**config.mk**
```make
export PLATFORM = sky130hd
export DESIGN_NAME = code_lock_ctrl
export DESIGN_NICKNAME = d
export VERILOG_FILES = /design/src/rtl/code_lock_pkg.sv /design/src/rtl/lock_tone_gen.sv /design/src/rtl/code_lock_ctrl.sv
export SDC_FILE = /design/constraint.sdc
export NUM_CORES = 1
export LEC_CHECK = 0
export ABC_AREA = 1
export CORE_UTILIZATION = 48
export CTS_CLUSTER_DIAMETER = 80
export DETAILED_ROUTE_END_ITERATION = 7
export PLACE_DENSITY = 0.79
export SETUP_SLACK_MARGIN = 0.15
export SLEW_MARGIN = 20
export SYNTH_ARGS = -nofsm -noshare
export SYNTH_HDL_FRONTEND = slang
export SYNTH_SLANG_ARGS = --single-unit
```
**constraint.sdc**
```tcl
create_clock -name clk -period 1.68 [get_ports clk]
set_clock_uncertainty 0.05 [all_clocks]
set_input_delay 0.252 -clock clk [delete_from_list [all_inputs] [get_ports clk]]
set_output_delay 0.252 -clock clk [all_outputs]
set_load 0.01 [all_outputs]
```
**src/rtl/code_lock_pkg.sv**
```systemverilog
// Shared definitions for the keypad code lock: key map, state/tone enums,
// display glyph nibbles and the keypad decoder.
package code_lock_pkg;

    localparam logic [15:0] KEY_0      = 16'h0008;
    localparam logic [15:0] KEY_1      = 16'h0080;
    localparam logic [15:0] KEY_2      = 16'h0040;
    localparam logic [15:0] KEY_3      = 16'h0020;
    localparam logic [15:0] KEY_4      = 16'h0800;
    localparam logic [15:0] KEY_5      = 16'h0400;
    localparam logic [15:0] KEY_6      = 16'h0200;
    localparam logic [15:0] KEY_7      = 16'h8000;
    localparam logic [15:0] KEY_8      = 16'h4000;
    localparam logic [15:0] KEY_9      = 16'h2000;
    localparam logic [15:0] KEY_ENTER  = 16'h0001;
    localparam logic [15:0] KEY_CLEAR  = 16'h1000;
    localparam logic [15:0] KEY_MASTER = 16'h0100;

    localparam logic [3:0] NIB_BLANK = 4'hF;
    localparam logic [3:0] NIB_PASS  = 4'hA;
    localparam logic [3:0] NIB_LOCK  = 4'h0;

    typedef enum logic [1:0] {
        ST_ENTRY,
        ST_PASS,
        ST_LOCKOUT
    } lock_state_t;

    typedef enum logic [1:0] {
        TONE_NONE,
        TONE_CLICK,
        TONE_PASS,
        TONE_FAIL
    } tone_kind_t;

    typedef enum logic [1:0] {
        EV_DIGIT,
        EV_ENTER,
        EV_CLEAR,
        EV_MASTER
    } key_kind_t;

    typedef struct packed {
        logic      valid;
        key_kind_t kind;
        logic [3:0] digit;
    } key_event_t;

    // Anything that is not exactly one mapped key (idle, multi-hot, unused) is invalid.
    function automatic key_event_t decode_key(input logic [15:0] bus);
        key_event_t ev;
        ev.valid = 1'b1;
        ev.kind  = EV_DIGIT;
        ev.digit = 4'd0;
        case (bus)
            KEY_0:      ev.digit = 4'd0;
            KEY_1:      ev.digit = 4'd1;
            KEY_2:      ev.digit = 4'd2;
            KEY_3:      ev.digit = 4'd3;
            KEY_4:      ev.digit = 4'd4;
            KEY_5:      ev.digit = 4'd5;
            KEY_6:      ev.digit = 4'd6;
            KEY_7:      ev.digit = 4'd7;
            KEY_8:      ev.digit = 4'd8;
            KEY_9:      ev.digit = 4'd9;
            KEY_ENTER:  ev.kind  = EV_ENTER;
            KEY_CLEAR:  ev.kind  = EV_CLEAR;
            KEY_MASTER: ev.kind  = EV_MASTER;
            default:    ev.valid = 1'b0;
        endcase
        return ev;
    endfunction

endpackage

```
**src/rtl/lock_tone_gen.sv**
```systemverilog
// Pattern buzzer: a request pulse restarts the selected tone from its first
// edge; duration and half-period counters are sized from CLK_HZ.
module lock_tone_gen
    import code_lock_pkg::*;
#(
    parameter int unsigned CLK_HZ = 50_000_000
) (
    input  logic       clk,
    input  logic       rst_n,
    input  tone_kind_t req,
    output logic       buzzer
);

    localparam int unsigned CLICK_LEN  = CLK_HZ / 5;
    localparam int unsigned PASS_LEN   = (CLK_HZ * 3) / 5;
    localparam int unsigned FAIL_SEG   = CLK_HZ / 10;
    localparam int unsigned FAIL_LEN   = 3 * FAIL_SEG;
    localparam int unsigned CLICK_HALF = CLK_HZ / 1000;
    localparam int unsigned PASS_HALF  = CLK_HZ / 2000;
    localparam int unsigned FAIL_HALF  = CLK_HZ / 500;

    localparam int unsigned DUR_W  = $clog2(PASS_LEN + 1);
    localparam int unsigned HALF_W = $clog2(FAIL_HALF + 1);

    localparam logic [DUR_W-1:0]  CLICK_END  = DUR_W'(CLICK_LEN - 1);
    localparam logic [DUR_W-1:0]  PASS_END   = DUR_W'(PASS_LEN - 1);
    localparam logic [DUR_W-1:0]  FAIL_END   = DUR_W'(FAIL_LEN - 1);
    localparam logic [DUR_W-1:0]  GAP_LO     = DUR_W'(FAIL_SEG);
    localparam logic [DUR_W-1:0]  GAP_HI     = DUR_W'(2 * FAIL_SEG);
    localparam logic [HALF_W-1:0] CLICK_HEND = HALF_W'(CLICK_HALF - 1);
    localparam logic [HALF_W-1:0] PASS_HEND  = HALF_W'(PASS_HALF - 1);
    localparam logic [HALF_W-1:0] FAIL_HEND  = HALF_W'(FAIL_HALF - 1);

    tone_kind_t        kind;
    logic [DUR_W-1:0]  dur_cnt;
    logic [HALF_W-1:0] half_cnt;
    logic              sq;
    logic [DUR_W-1:0]  dur_end;
    logic [HALF_W-1:0] half_end;
    logic              in_gap;

    always_comb begin
        dur_end  = CLICK_END;
        half_end = CLICK_HEND;
        case (kind)
            TONE_PASS: begin
                dur_end  = PASS_END;
                half_end = PASS_HEND;
            end
            TONE_FAIL: begin
                dur_end  = FAIL_END;
                half_end = FAIL_HEND;
            end
            default: ;
        endcase
        in_gap = (kind == TONE_FAIL) && (dur_cnt >= GAP_LO) && (dur_cnt < GAP_HI);
    end

    always_ff @(posedge clk or negedge rst_n) begin
        if (!rst_n) begin
            kind     <= TONE_NONE;
            dur_cnt  <= '0;
            half_cnt <= '0;
            sq       <= 1'b0;
        end else if (req != TONE_NONE) begin
            kind     <= req;
            dur_cnt  <= '0;
            half_cnt <= '0;
            sq       <= 1'b1;
        end else if (kind != TONE_NONE) begin
            if (dur_cnt == dur_end) begin
                kind     <= TONE_NONE;
                dur_cnt  <= '0;
                half_cnt <= '0;
                sq       <= 1'b0;
            end else begin
                dur_cnt <= dur_cnt + 1'b1;
                if (half_cnt == half_end) begin
                    half_cnt <= '0;
                    sq       <= ~sq;
                end else begin
                    half_cnt <= half_cnt + 1'b1;
                end
            end
        end
    end

    // The square wave keeps running through the fail gap so the third burst stays phase-aligned.
    assign buzzer = sq && !in_gap;

endmodule

```
**src/rtl/code_lock_ctrl.sv**
```systemverilog
// Keypad code lock: edge-detects keypad events, assembles and checks the code,
// counts failed tries with lockout. Buzzer present only with LOCK_TONE_EN defined.
module code_lock_ctrl
    import code_lock_pkg::*;
#(
    parameter int unsigned DIGITS    = 3,
    parameter int unsigned MAX_TRIES = 6,
    parameter int unsigned CLK_HZ    = 50_000_000
) (
    input  logic                         clk,
    input  logic                         rst_n,
    input  logic [15:0]                  key_onehot,
    input  logic [4*DIGITS-1:0]          secret,
    output logic [4*DIGITS-1:0]          disp,
    output logic [$clog2(DIGITS+1)-1:0]  entered,
    output logic [3:0]                   tries,
    output logic                         unlocked,
    output logic                         locked,
    output logic                         buzzer
);

    localparam int unsigned EW = $clog2(DIGITS + 1);
    localparam logic [EW-1:0] FULL      = EW'(DIGITS);
    localparam logic [3:0]    TRY_LIMIT = 4'(MAX_TRIES);

    lock_state_t         state, state_n;
    logic [15:0]         key_prev;
    key_event_t          ev_now, ev_q;
    logic [4*DIGITS-1:0] disp_n;
    logic [EW-1:0]       entered_n;
    logic [3:0]          tries_n, tries_inc;
    tone_kind_t          tone_req;

    // Only a press from an idle bus counts; held or released keys produce nothing.
    always_comb begin
        ev_now = decode_key(key_onehot);
        if (key_prev != '0) ev_now.valid = 1'b0;
    end

    always_ff @(posedge clk or negedge rst_n) begin
        if (!rst_n) begin
            key_prev <= '0;
            ev_q     <= '0;
            state    <= ST_ENTRY;
            disp     <= {DIGITS{NIB_BLANK}};
            entered  <= '0;
            tries    <= '0;
        end else begin
            key_prev <= key_onehot;
            ev_q     <= ev_now;
            state    <= state_n;
            disp     <= disp_n;
            entered  <= entered_n;
            tries    <= tries_n;
        end
    end

    always_comb begin
        state_n   = state;
        disp_n    = disp;
        entered_n = entered;
        tries_n   = tries;
        tone_req  = TONE_NONE;
        tries_inc = tries + 4'd1;
        if (ev_q.valid) begin
            if (ev_q.kind == EV_MASTER) begin
                state_n   = ST_ENTRY;
                disp_n    = {DIGITS{NIB_BLANK}};
                entered_n = '0;
                tries_n   = '0;
            end else if (ev_q.kind == EV_CLEAR) begin
                if (state != ST_LOCKOUT) begin
                    state_n   = ST_ENTRY;
                    disp_n    = {DIGITS{NIB_BLANK}};
                    entered_n = '0;
                end
            end else if (state == ST_ENTRY) begin
                if (ev_q.kind == EV_DIGIT) begin
                    tone_req = TONE_CLICK;
                    if (entered != FULL) begin
                        disp_n    = (disp << 4) | (4*DIGITS)'(ev_q.digit);
                        entered_n = entered + 1'b1;
                    end
                end else if (entered == FULL) begin
                    if (disp == secret) begin
                        state_n  = ST_PASS;
                        disp_n   = {DIGITS{NIB_PASS}};
                        tone_req = TONE_PASS;
                    end else begin
                        tries_n   = tries_inc;
                        entered_n = '0;
                        tone_req  = TONE_FAIL;
                        if (tries_inc == TRY_LIMIT) begin
                            state_n = ST_LOCKOUT;
                            disp_n  = {DIGITS{NIB_LOCK}};
                        end else begin
                            disp_n  = {DIGITS{NIB_BLANK}};
                        end
                    end
                end
            end
        end
    end

    assign unlocked = (state == ST_PASS);
    assign locked   = (state == ST_LOCKOUT);

`ifdef LOCK_TONE_EN
    lock_tone_gen #(
        .CLK_HZ(CLK_HZ)
    ) u_tone (
        .clk    (clk),
        .rst_n  (rst_n),
        .req    (tone_req),
        .buzzer (buzzer)
    );
`else
    logic [1:0] unused_tone_req;
    assign unused_tone_req = tone_req;
    assign buzzer          = 1'b0;
`endif

endmodule

```
==> metrics.md <==
| Metric | Value |
|---|---|
| Status | `complete, but fails checks` |
| Failing checks | `design-rule violations, negative setup slack` |
| R2R depth | `10` |
| Startpoint types | `flip-flop` |
| Peak supply drop | `0.0003980 V` |
| PD cells | `528.4 nW/um2` |
| Max-slew violations | `0` |
| Critical Path Sink Type | `flip-flop` |
| Finish-stage setup viols | `7` |
| Minimum clock period | `1.707 ns` |
| Ranking of synthesized cells by area | `dfrtp_1 34%, nand2_1 14%, dfstp_2 14%, inv_1 7.4%, nor2_1 5.4%` |
| Reg2reg start | `disp[5]$_DFFE_PN1P_` |
| GP Congestion | `0.8674` |
| Initial Util | `51.24%` |
| Synth Area in Simple Gates | `30.00%` |
| Pleak | `1.850 nW` |
| Yosys warnings | `0` |
| Util after Layout | `81.73%` |
| Final Hold Viols | `0` |
| Top Ports | `51` |
| Register area | `1094 um2` |
| Total global-route track usage | `26.57%` |
| H-tree depth | `2` |
| DRT Wirelength | `7008 um` |
| CP Data Required Time | `1.88 ns` |
| Sequential area share after synthesis | `47.91%` |
| Initial DRC count | `102` |
| Data arrival, critical path | `1.90 ns` |
| Crit path launch | `disp[5]$_DFFE_PN1P_` |
| Via density | `5.229` |
| Crit share post-route | `101.6%` |
| CTS Sinks | `43` |
| Vias | `2353` |
| Cell Rows | `24` |
| Cell Area, Placed | `3092 um2` |
| Max FO, Critical Path | `6` |
| Hold depth | `1` |
| Setup Crit Path Kind | `flip-flop to flip-flop` |
| Pre-Repair DR Iteration Count | `6` |
| Cells after synthesis | `290` |
| Clock-pin slew on the worst setup and hold paths | `0.09 ns` |
| Root Buffer | `clkbuf_8` |
| CTS tree | `yes` |
| Syn nets | `323` |
| DP Wirelength | `4010 um` |
| Post-synthesis mux area share | `0%` |
| Area of the multi-input gates | `1251 um2` |
| Vias in the first global route | `2381` |
| Most common cell after layout, fill and taps aside | `nand2_1` |
| Synthesis-stage register bit count | `43` |
| Yosys top cell by area | `dfrtp_1` |
| Mapped cell area | `2277 um2` |
| Mean cell area of the mapped netlist | `7.852 um2` |
| Antenna violations before repair | `0` |
| Top-area cell type share of the netlist area | `34.07%` |
| Synth unique cells | `32` |
| Congestion Overflow GR | `0` |
| Post-Synth XOR/XNOR Area | `2.308%` |
| F_max | `585.8 MHz` |
| DR WL/cell | `15.57 um` |
| Synth Area in Adders | `1.648%` |
| Fraction of layout cells with a size suffix above 1 | `39.45%` |
| Compound-cell area share of the yosys netlist | `7.802%` |
| ANT cells | `0` |
| Worst Hold End | `key_prev[5]$_DFF_PN0_` |
| Die area | `5023 um2` |
| Fillers | `257` |
| Largest family of logic cells by synthesized area | `simple AND/OR/NAND/NOR gates` |
| Most frequent cells in the layout | `65 x nand2_1, 46 x buf_4, 37 x inv_1, 29 x dfrtp_1, 26 x clkdlybuf4s50_1` |
| DRC | `8` |
| Width of the die | `70.88 um` |
| Worst-Skew Late Latency | `0.31 ns` |
| Max Cap Violations | `0` |
| Largest net degree at the start of global routing | `25` |
| Worst R2R End | `disp[10]$_DFFE_PN1P_` |
| RSZ-0062 raised after global routing | `yes` |
| Hold Path Class | `input port to flip-flop` |
| Flop-to-flop setup slack | `-0.03 ns` |
| Core Footprint | `4444 um2` |
| Setup WS post-layout | `-0.02698 ns` |
| Final ANT Viol Nets | `0` |
| Area Growth Syn to Fin | `59.51%` |
| First-pass GRT wire length | `10280 um` |
| Final nets | `430` |
| Final non-filler cell area | `3632 um2` |
| Dominant synthesized flop cell | `dfrtp_1` |
| EDFF count, synth | `0` |
| Hold path start | `key_onehot[5]` |
| Post-synth ARST share | `100.0%` |
| IO buf count | `49` |
| Die Y | `70.88 um` |
| Max clock buf depth | `2` |
| CTS Buf Count | `5` |
cell usage after synthesis (2+ instances only):
| master | n |
|---|---|
| a21oi_1 | 10 |
| a31oi_1 | 6 |
| buf_6 | 3 |
| dfrtp_1 | 31 |
| dfstp_2 | 12 |
| ha_1 | 3 |
| inv_1 | 45 |
| inv_2 | 2 |
| nand2_1 | 85 |
| nand3_1 | 9 |
| nand3_2 | 2 |
| nand4_1 | 6 |
| nor2_1 | 33 |
| nor2_2 | 2 |
| nor2_4 | 2 |
| nor3_1 | 7 |
| nor4_1 | 4 |
| o21ai_0 | 6 |
| o21ai_2 | 2 |
| or2_2 | 4 |
| xnor2_1 | 5 |
worst max-delay path by stage:
stage                                  end  cells after the start
floorplan             tries[1]$_DFFE_PN0P_                      8
global placement    entered[1]$_DFFE_PN0P_                     10
detailed placement  entered[1]$_DFFE_PN0P_                     10
CTS                   tries[1]$_DFFE_PN0P_                      9
global route          disp[10]$_DFFE_PN1P_                     10
finish                disp[10]$_DFFE_PN1P_                     10
cell families (layout without fill, tap and decap cells):
logic type      Yosys count  after routing
fa+ha+maj                 3              3
simple gates            156            156
xor+xnor                  6              6
other cells               1              1
compound gates           28             28
flops                    43             43
buf+inv                  53            161
where the power goes:
part           switching, mW  internal, mW
logic                 0.0991         0.115
clock network          0.353         0.292
registers            0.00533          1.06
total                  0.457          1.46
per-stage QoR:
| step | power [mW] | hold slack [ns] | setup TNS [ns] | setup WS, ns | cells |
|---|---|---|---|---|---|
| final | 1.919 | 0.09854 | -0.1017 | -0.02698 | 450 |
| after global routing | 1.990 | 0.1065 | -0.9553 | -0.1103 | 450 |
| after CTS | 1.896 | 0.3638 | 0 | 0.05095 | 444 |
| after detailed placement | 1.274 | 0.1848 | -2.274 | -0.1428 | 424 |
| after global placement | 1.269 | 0.1772 | -1.463 | -0.1038 | 424 |
| after floorplan | 1.128 | -0.09359 | 0 | 0.1944 | 290 |
sequential cells by signal, indices dropped and copies added, names as in the netlist:
| signal | cells |
|---|---|
| key_prev | 16 |
| disp | 12 |
| ev_q | 7 |
| tries | 4 |
| entered | 2 |
| state | 2 |
repair_timing:
| action | in CTS | in global routing |
|---|---|---|
| endpoints found under the setup margin | 39 | 32 |
| gates resized for setup | 77 | 49 |
| hold buffers | 1 | 0 |
| pin swaps | 19 | 33 |
| gates cloned | 1 | 0 |
| endpoints found under the hold margin | 18 | 0 |
| setup buffers | 10 | 6 |
worst max-delay path, cell delays in order, from the launching register on:
cell and delay, ns:
dfstp_2 0.60, inv_1 0.07, nand2_1 0.08, nand2_1 0.07
nand2_2 0.08, nor2_4 0.05, nand3_4 0.13, nand3_4 0.13
nand2_8 0.14, nand2_2 0.08, a21oi_2 0.14
metal layers:
layer	vias to the layer above	GRT usage [%]	routed length [um]	part of all wire [%]
li1	1120	-	-	-
met1	1117	29.74	2625	37
met2	90	47.76	3774	54
met3	26	5.271	314	4.5
met4	0	14.00	293	4.2
met5	-	0	0	0
area by class of cell:
cell class / instances / area share, %
repair buffers: 105 / 26.32
multi-input cells: 194 / 34.45
well taps: 52 / 1.791
clock buffers: 7 / 2.101
inverters: 48 / 5.098
flip-flops and latches: 43 / 30.11
clock inverters: 1 / 0.1378
Power figures use the tool's default switching activity.
